### src/rtl/score_counter.sv
// score_counter: BCD game score keeper for score_render.
//   Counts points while a run is active, paced by the game tick through a
//   prescaler. The score freezes on crash, a high score is kept across runs,
//   and one selected digit is exposed each cycle for glyph lookup.
// Ports:
//   clk, rst            clock, synchronous active-high reset
//   i_game_tick         1-cycle game tick pulse
//   i_game_start_pulse  start a run (from IDLE or OVER)
//   i_game_over_pulse   crash: end the run
//   i_show_hi           read port source: 1 = high score, 0 = score
//   i_digit_sel         read port digit index (0 = least significant)
//   o_digit             registered selected BCD digit (1-cycle latency)
//   o_score_bcd         current score, packed BCD
//   o_hi_bcd            high score, packed BCD
//   o_running           1 while in RUN
//   o_new_hi            1 in OVER when the last run set a new high
//   o_milestone_pulse   1-cycle pulse when the low digits roll over to 0

// One BCD digit of the increment chain.
module score_digit_inc (
  input  logic [3:0] d,
  input  logic       cin,
  output logic [3:0] q,
  output logic       cout
);
  assign cout = cin && (d == 4'd9);
  assign q    = !cin ? d : ((d == 4'd9) ? 4'd0 : d + 4'd1);
endmodule

module score_counter #(
  parameter int DIGITS          = 4,
  parameter int TICKS_PER_POINT = 2,
  parameter int MILESTONE_DIG   = 2
) (
  input  logic                  clk,
  input  logic                  rst,
  input  logic                  i_game_tick,
  input  logic                  i_game_start_pulse,
  input  logic                  i_game_over_pulse,
  input  logic                  i_show_hi,
  input  logic [2:0]            i_digit_sel,
  output logic [3:0]            o_digit,
  output logic [4*DIGITS-1:0]   o_score_bcd,
  output logic [4*DIGITS-1:0]   o_hi_bcd,
  output logic                  o_running,
  output logic                  o_new_hi,
  output logic                  o_milestone_pulse
);
  localparam int W  = 4 * DIGITS;
  localparam int PW = (TICKS_PER_POINT > 1) ? $clog2(TICKS_PER_POINT) : 1;
  localparam int MD = (MILESTONE_DIG > DIGITS) ? DIGITS :
                      (MILESTONE_DIG < 1) ? 1 : MILESTONE_DIG;

  typedef enum logic [1:0] {IDLE, RUN, OVER} state_t;

  state_t          state_q, state_d;
  logic [W-1:0]    score, hi, score_inc;
  logic [PW-1:0]   pre;
  logic [DIGITS:0] carry;
  logic            clr_run, end_run, tick_run;
  logic            pre_wrap, inc, low_zero;
  logic [W-1:0]    rd_src;
  logic [3:0]      rd_digit;

  // Ripple +1 across the digits. A carry out of the top digit only happens
  // when every digit is 9, so it doubles as the saturation flag.
  assign carry[0] = 1'b1;
  for (genvar g = 0; g < DIGITS; g++) begin : g_dig
    score_digit_inc u_inc (
      .d    (score[4*g +: 4]),
      .cin  (carry[g]),
      .q    (score_inc[4*g +: 4]),
      .cout (carry[g+1])
    );
  end

  assign pre_wrap = (pre == PW'(TICKS_PER_POINT - 1));
  assign inc      = tick_run && pre_wrap && !carry[DIGITS];
  assign low_zero = (score_inc[4*MD-1:0] == '0);

  // Next state; over takes priority over tick and start inside RUN.
  always_comb begin
    state_d  = state_q;
    clr_run  = 1'b0;
    end_run  = 1'b0;
    tick_run = 1'b0;
    case (state_q)
      IDLE: if (i_game_start_pulse) begin state_d = RUN; clr_run = 1'b1; end
      RUN: begin
        if (i_game_over_pulse) begin
          state_d = OVER;
          end_run = 1'b1;
        end else if (i_game_tick) begin
          tick_run = 1'b1;
        end
      end
      OVER: if (i_game_start_pulse) begin state_d = RUN; clr_run = 1'b1; end
      default: state_d = IDLE;
    endcase
  end

  // Read port mux; out-of-range digit indices read as 0.
  always_comb begin
    rd_src   = i_show_hi ? hi : score;
    rd_digit = 4'd0;
    for (int i = 0; i < DIGITS; i++)
      if (i_digit_sel == 3'(i)) rd_digit = rd_src[4*i +: 4];
  end

  always_ff @(posedge clk) begin
    if (rst) begin
      state_q           <= IDLE;
      score             <= '0;
      hi                <= '0;
      pre               <= '0;
      o_running         <= 1'b0;
      o_new_hi          <= 1'b0;
      o_milestone_pulse <= 1'b0;
      o_digit           <= 4'd0;
    end else begin
      state_q           <= state_d;
      o_running         <= (state_d == RUN);
      o_milestone_pulse <= inc && low_zero;
      o_digit           <= rd_digit;
      if (clr_run) begin
        score    <= '0;
        pre      <= '0;
        o_new_hi <= 1'b0;
      end else if (end_run) begin
        // Packed BCD compares correctly as a plain unsigned number.
        if (score > hi) begin
          hi       <= score;
          o_new_hi <= 1'b1;
        end
      end else if (tick_run) begin
        pre <= pre_wrap ? '0 : pre + PW'(1);
        if (inc) score <= score_inc;
      end
    end
  end

  assign o_score_bcd = score;
  assign o_hi_bcd    = hi;
endmodule

### config.mk
export PLATFORM = sky130hd
export DESIGN_NAME = score_counter
export DESIGN_NICKNAME = d
export VERILOG_FILES = /design/src/rtl/score_counter.sv
export SDC_FILE = /design/constraint.sdc
export NUM_CORES = 1
export LEC_CHECK = 0
export CORE_MARGIN = 2
export CORE_UTILIZATION = 47
export DETAILED_ROUTE_END_ITERATION = 16
export PLACE_DENSITY_LB_ADDON = 0.08
export SYNTH_ARGS = -nofsm -noshare
export SYNTH_HDL_FRONTEND = slang
export SYNTH_SLANG_ARGS = --single-unit
export TNS_END_PERCENT = 50
### constraint.sdc
create_clock -name clk -period 2 [get_ports clk]
set_input_delay 0.5 -clock clk [delete_from_list [all_inputs] [get_ports clk]]
set_output_delay 0.5 -clock clk [all_outputs]
set_load 0.02 [all_outputs]
==> flow_metrics.tcl, run 1 <==
set metrics [dict create \
    layout_common_cells "buf_4, clkdlybuf4s50_1, a21oi_1" \
    hold_path_end "o_new_hi" \
    final_util 0.739 \
    period_needed_ns 2.12 \
    drc 0 \
    power_density_nw_per_um2 466 \
    setup_ws_ns -0.118 \
    holdCritStartpoint "o_new_hi" \
    dpl_cell_area_um2 3410 \
    antenna_found_initial 0 \
    cp_max_fo 8 \
    cap_violations 0 \
    cp_common_cell "buf_4" \
    synthAdderAreaFrac 0.0820 \
    root_buffer "clkbuf_8" \
    reg2reg_slack_ns -0.12 \
    grt_pass1_wl_um 12100 \
    yosys.area_share.simple 0.192 \
    async_flop_share 0 \
    cts_made_buffers 5 \
    critPathKind "flip-flop to flip-flop" \
    worst_slew_margin_rel 0.605 \
    clock_path_buffers 2 \
    drtIter0Drc 148 \
    clock_skew_ns 0.00769 \
    grt_pass1_vias 2450 \
    synth_top_family_by_area "compound AO/OA/AOI/OAI gates" \
    required_ns 2.24 \
    drtPass1Iterations 4 \
    min_path_cells 1 \
    dpl.hpwl_um 5450 \
    ys.flop_type "dfxtp_1" \
    post_drt_via_cell_ratio 5.46 \
    cp_cell_sequence "inv_2 > ha_4 > nand4_1 > buf_4 > nor4_2 > o21ai_0 > buf_4 > o41ai_4 > buf_4 > a22o_1" \
    p_leak_nw 1.59 \
    design_area_um2 3750 \
    core_area_um2 5070 \
    cp_slowest_cell "dfxtp_2" \
    synthesis.nets 303 \
    place.gp.congestion 0.903 \
    vdd_ir_drop_max_uv 379 \
    ios 48 \
    fin_nets 410 \
    syn_avg_cell_area_um2 8.78 \
    violations "negative setup slack" \
    hold_viol_final 0 \
    dp_slack_ns -0.394 \
    timing.rr.end "o_hi_bcd[5]" \
    status "finished, violations left" \
    ys_warn_count 0 \
    clock_insertion_delay_worst_skew_ns 0.30 \
    grt_overflow 0 \
    antenna_left 0 \
    ys_seq_area_frac 0.344 \
    cts_tree "done" \
    cpPeakStageDelay_ns 0.36 \
    synth_edf_count 0 \
    synthMuxAreaShare 0.0466 \
    h-tree-depth 2 \
    ys_seq_elements 42 \
    endpoint_kind "flip-flop" \
    wire_per_inst_um 16.3 \
    setup_viol_count_final 17 \
    die_h_um 76.1 \
    worstMarginPinSlew_ns 0.587 \
    path_clk_slew_ns 0.09 \
    rows 26 \
    wirelength_um 7440 \
    final_common_cell "buf_4" \
    port_buffers 47 \
    die_width_um 76.1 \
    yosysUniqueCellTypes 55 \
    num_vias 2492 \
    holdWs_ns 0.460 \
    hold_buffers 0 \
    drive_gt1_frac 0.324 \
    dieArea_um2 5790 \
    arrival_ns 2.36 \
    reg2reg_from "o_hi_bcd[13]" \
    reg2regPathDepth 10 \
    grt_max_degree 14 \
    start_kind "flip-flop" \
    initial_core_util 0.481 \
    rsz0062_at_grt "true" \
    clock_sinks 42 \
    setup_tns_ns -1.54 \
    syn_to_final_growth_pct 53.7 \
    slew_violations 0 \
    grtUsageTotal 0.263 \
    synth_compound_area_frac 0.228 \
    fmax_mhz 472 \
    syn_inst 278 \
    hp-class "flip-flop to flip-flop" \
    num_antenna_cells 0 \
    netlist_area_um2 2440 \
    fin_crit_sh 1.06 \
    synthXorXnorAreaFrac 0.0323 \
]
[final cells by class]
type,instances,area [µm²]
inverter,25,93.8
clock inverter,1,30.0
tap,70,87.6
multi-input combinational,195,1540
fill,397,1320
timing repair buffer,116,1020
sequential,42,868
clock buffer,7,108
[through the flow]
stage | total power [mW] | cells
floorplan | 0.914 | 278
global placement | 0.970 | 440
detailed placement | 0.972 | 440
CTS | 1.77 | 454
finish | 1.75 | 456
global route | 1.81 | 456
[synthesized netlist by cell type, types with 4 or more instances]
library cell / n / share of area
dfxtp_1: 42 / 0.34
a21oi_1: 30 / 0.062
inv_1: 25 / 0.038
nand2_1: 23 / 0.035
nor2_1: 20 / 0.031
a22o_1: 16 / 0.057
ha_1: 16 / 0.082
o21ai_0: 12 / 0.025
xnor2_1: 9 / 0.032
clkbuf_1: 7 / 0.011
buf_2: 5 / 0.010
nand2b_1: 5 / 0.013
nand3_1: 5 / 0.010
a22oi_1: 4 / 0.012
nand4_1: 4 / 0.010
[per-layer routing]
| layer | GRT usage | share of wire |
|---|---|---|
| met4 | 0.0964 | 0.021 |
| met3 | 0.0450 | 0.059 |
| met5 | 0 | 0 |
| met1 | 0.330 | 0.44 |
| met2 | 0.455 | 0.48 |
[state kept, by name, indices dropped and copies added, names as in the netlist]
signal	count
pre	1
o_digit	4
o_new_hi	1
o_milestone_pulse	1
o_running	1
o_score_bcd	16
o_hi_bcd	16
state_q	2
[power breakdown]
part	internal [mW]	leakage [nW]	total [mW]	switching (mW)
Clock	0.482	0.0696	0.792	0.310
Combinational	0.0573	1.17	0.117	0.0595
Sequential	0.837	0.349	0.841	0.00348
[logic make-up after synthesis]
kind of cell	Yosys count
AO/OA/AOI/OAI	82
AND/OR/NAND/NOR	82
flip-flops	42
buffers and inverters	41
adder cells (fa/ha/maj)	16
XOR/XNOR	9
multiplexers	6
[what timing repair did]
action | in CTS | in global routing
setup endpoints to repair | 18 | 26
cloned | 0 | 1
setup buffers | 6 | 1
pin swaps | 23 | 16
gates resized for setup | 15 | 16
[how the worst max path moves through the flow]
stage | startpoint | to | slack [ns] | cells past startpoint
floorplan | o_hi_bcd[15] | o_hi_bcd[10] | 0.005 | 8
global route | o_hi_bcd[9] | o_hi_bcd[5] | -0.19 | 10
global placement | o_hi_bcd[15] | o_hi_bcd[14] | -0.30 | 7
finish | o_hi_bcd[13] | o_hi_bcd[5] | -0.12 | 10
CTS | o_hi_bcd[14] | o_hi_bcd[5] | -0.10 | 9
detailed placement | o_hi_bcd[11] | o_hi_bcd[13] | -0.39 | 7
[critical path: cells and delay by family (launching register included)]
family / cells / cell delay, ns
compound gates: 3 / 0.34
flops: 1 / 0.36
fa+ha+maj: 1 / 0.26
buf+inv: 4 / 0.61
simple gates: 2 / 0.49
Power figures use the tool's default switching activity.
==> run 2: changes to the inputs <==
--- a/config.mk
+++ b/config.mk
@@ -9,6 +9,7 @@
 export CORE_UTILIZATION = 47
 export DETAILED_ROUTE_END_ITERATION = 16
 export PLACE_DENSITY_LB_ADDON = 0.08
+export SLEW_MARGIN = 20
 export SYNTH_ARGS = -nofsm -noshare
 export SYNTH_HDL_FRONTEND = slang
 export SYNTH_SLANG_ARGS = --single-unit
==> results of run 2 <==
No change in the layout: final DEF, timing and power equal those of run 1.
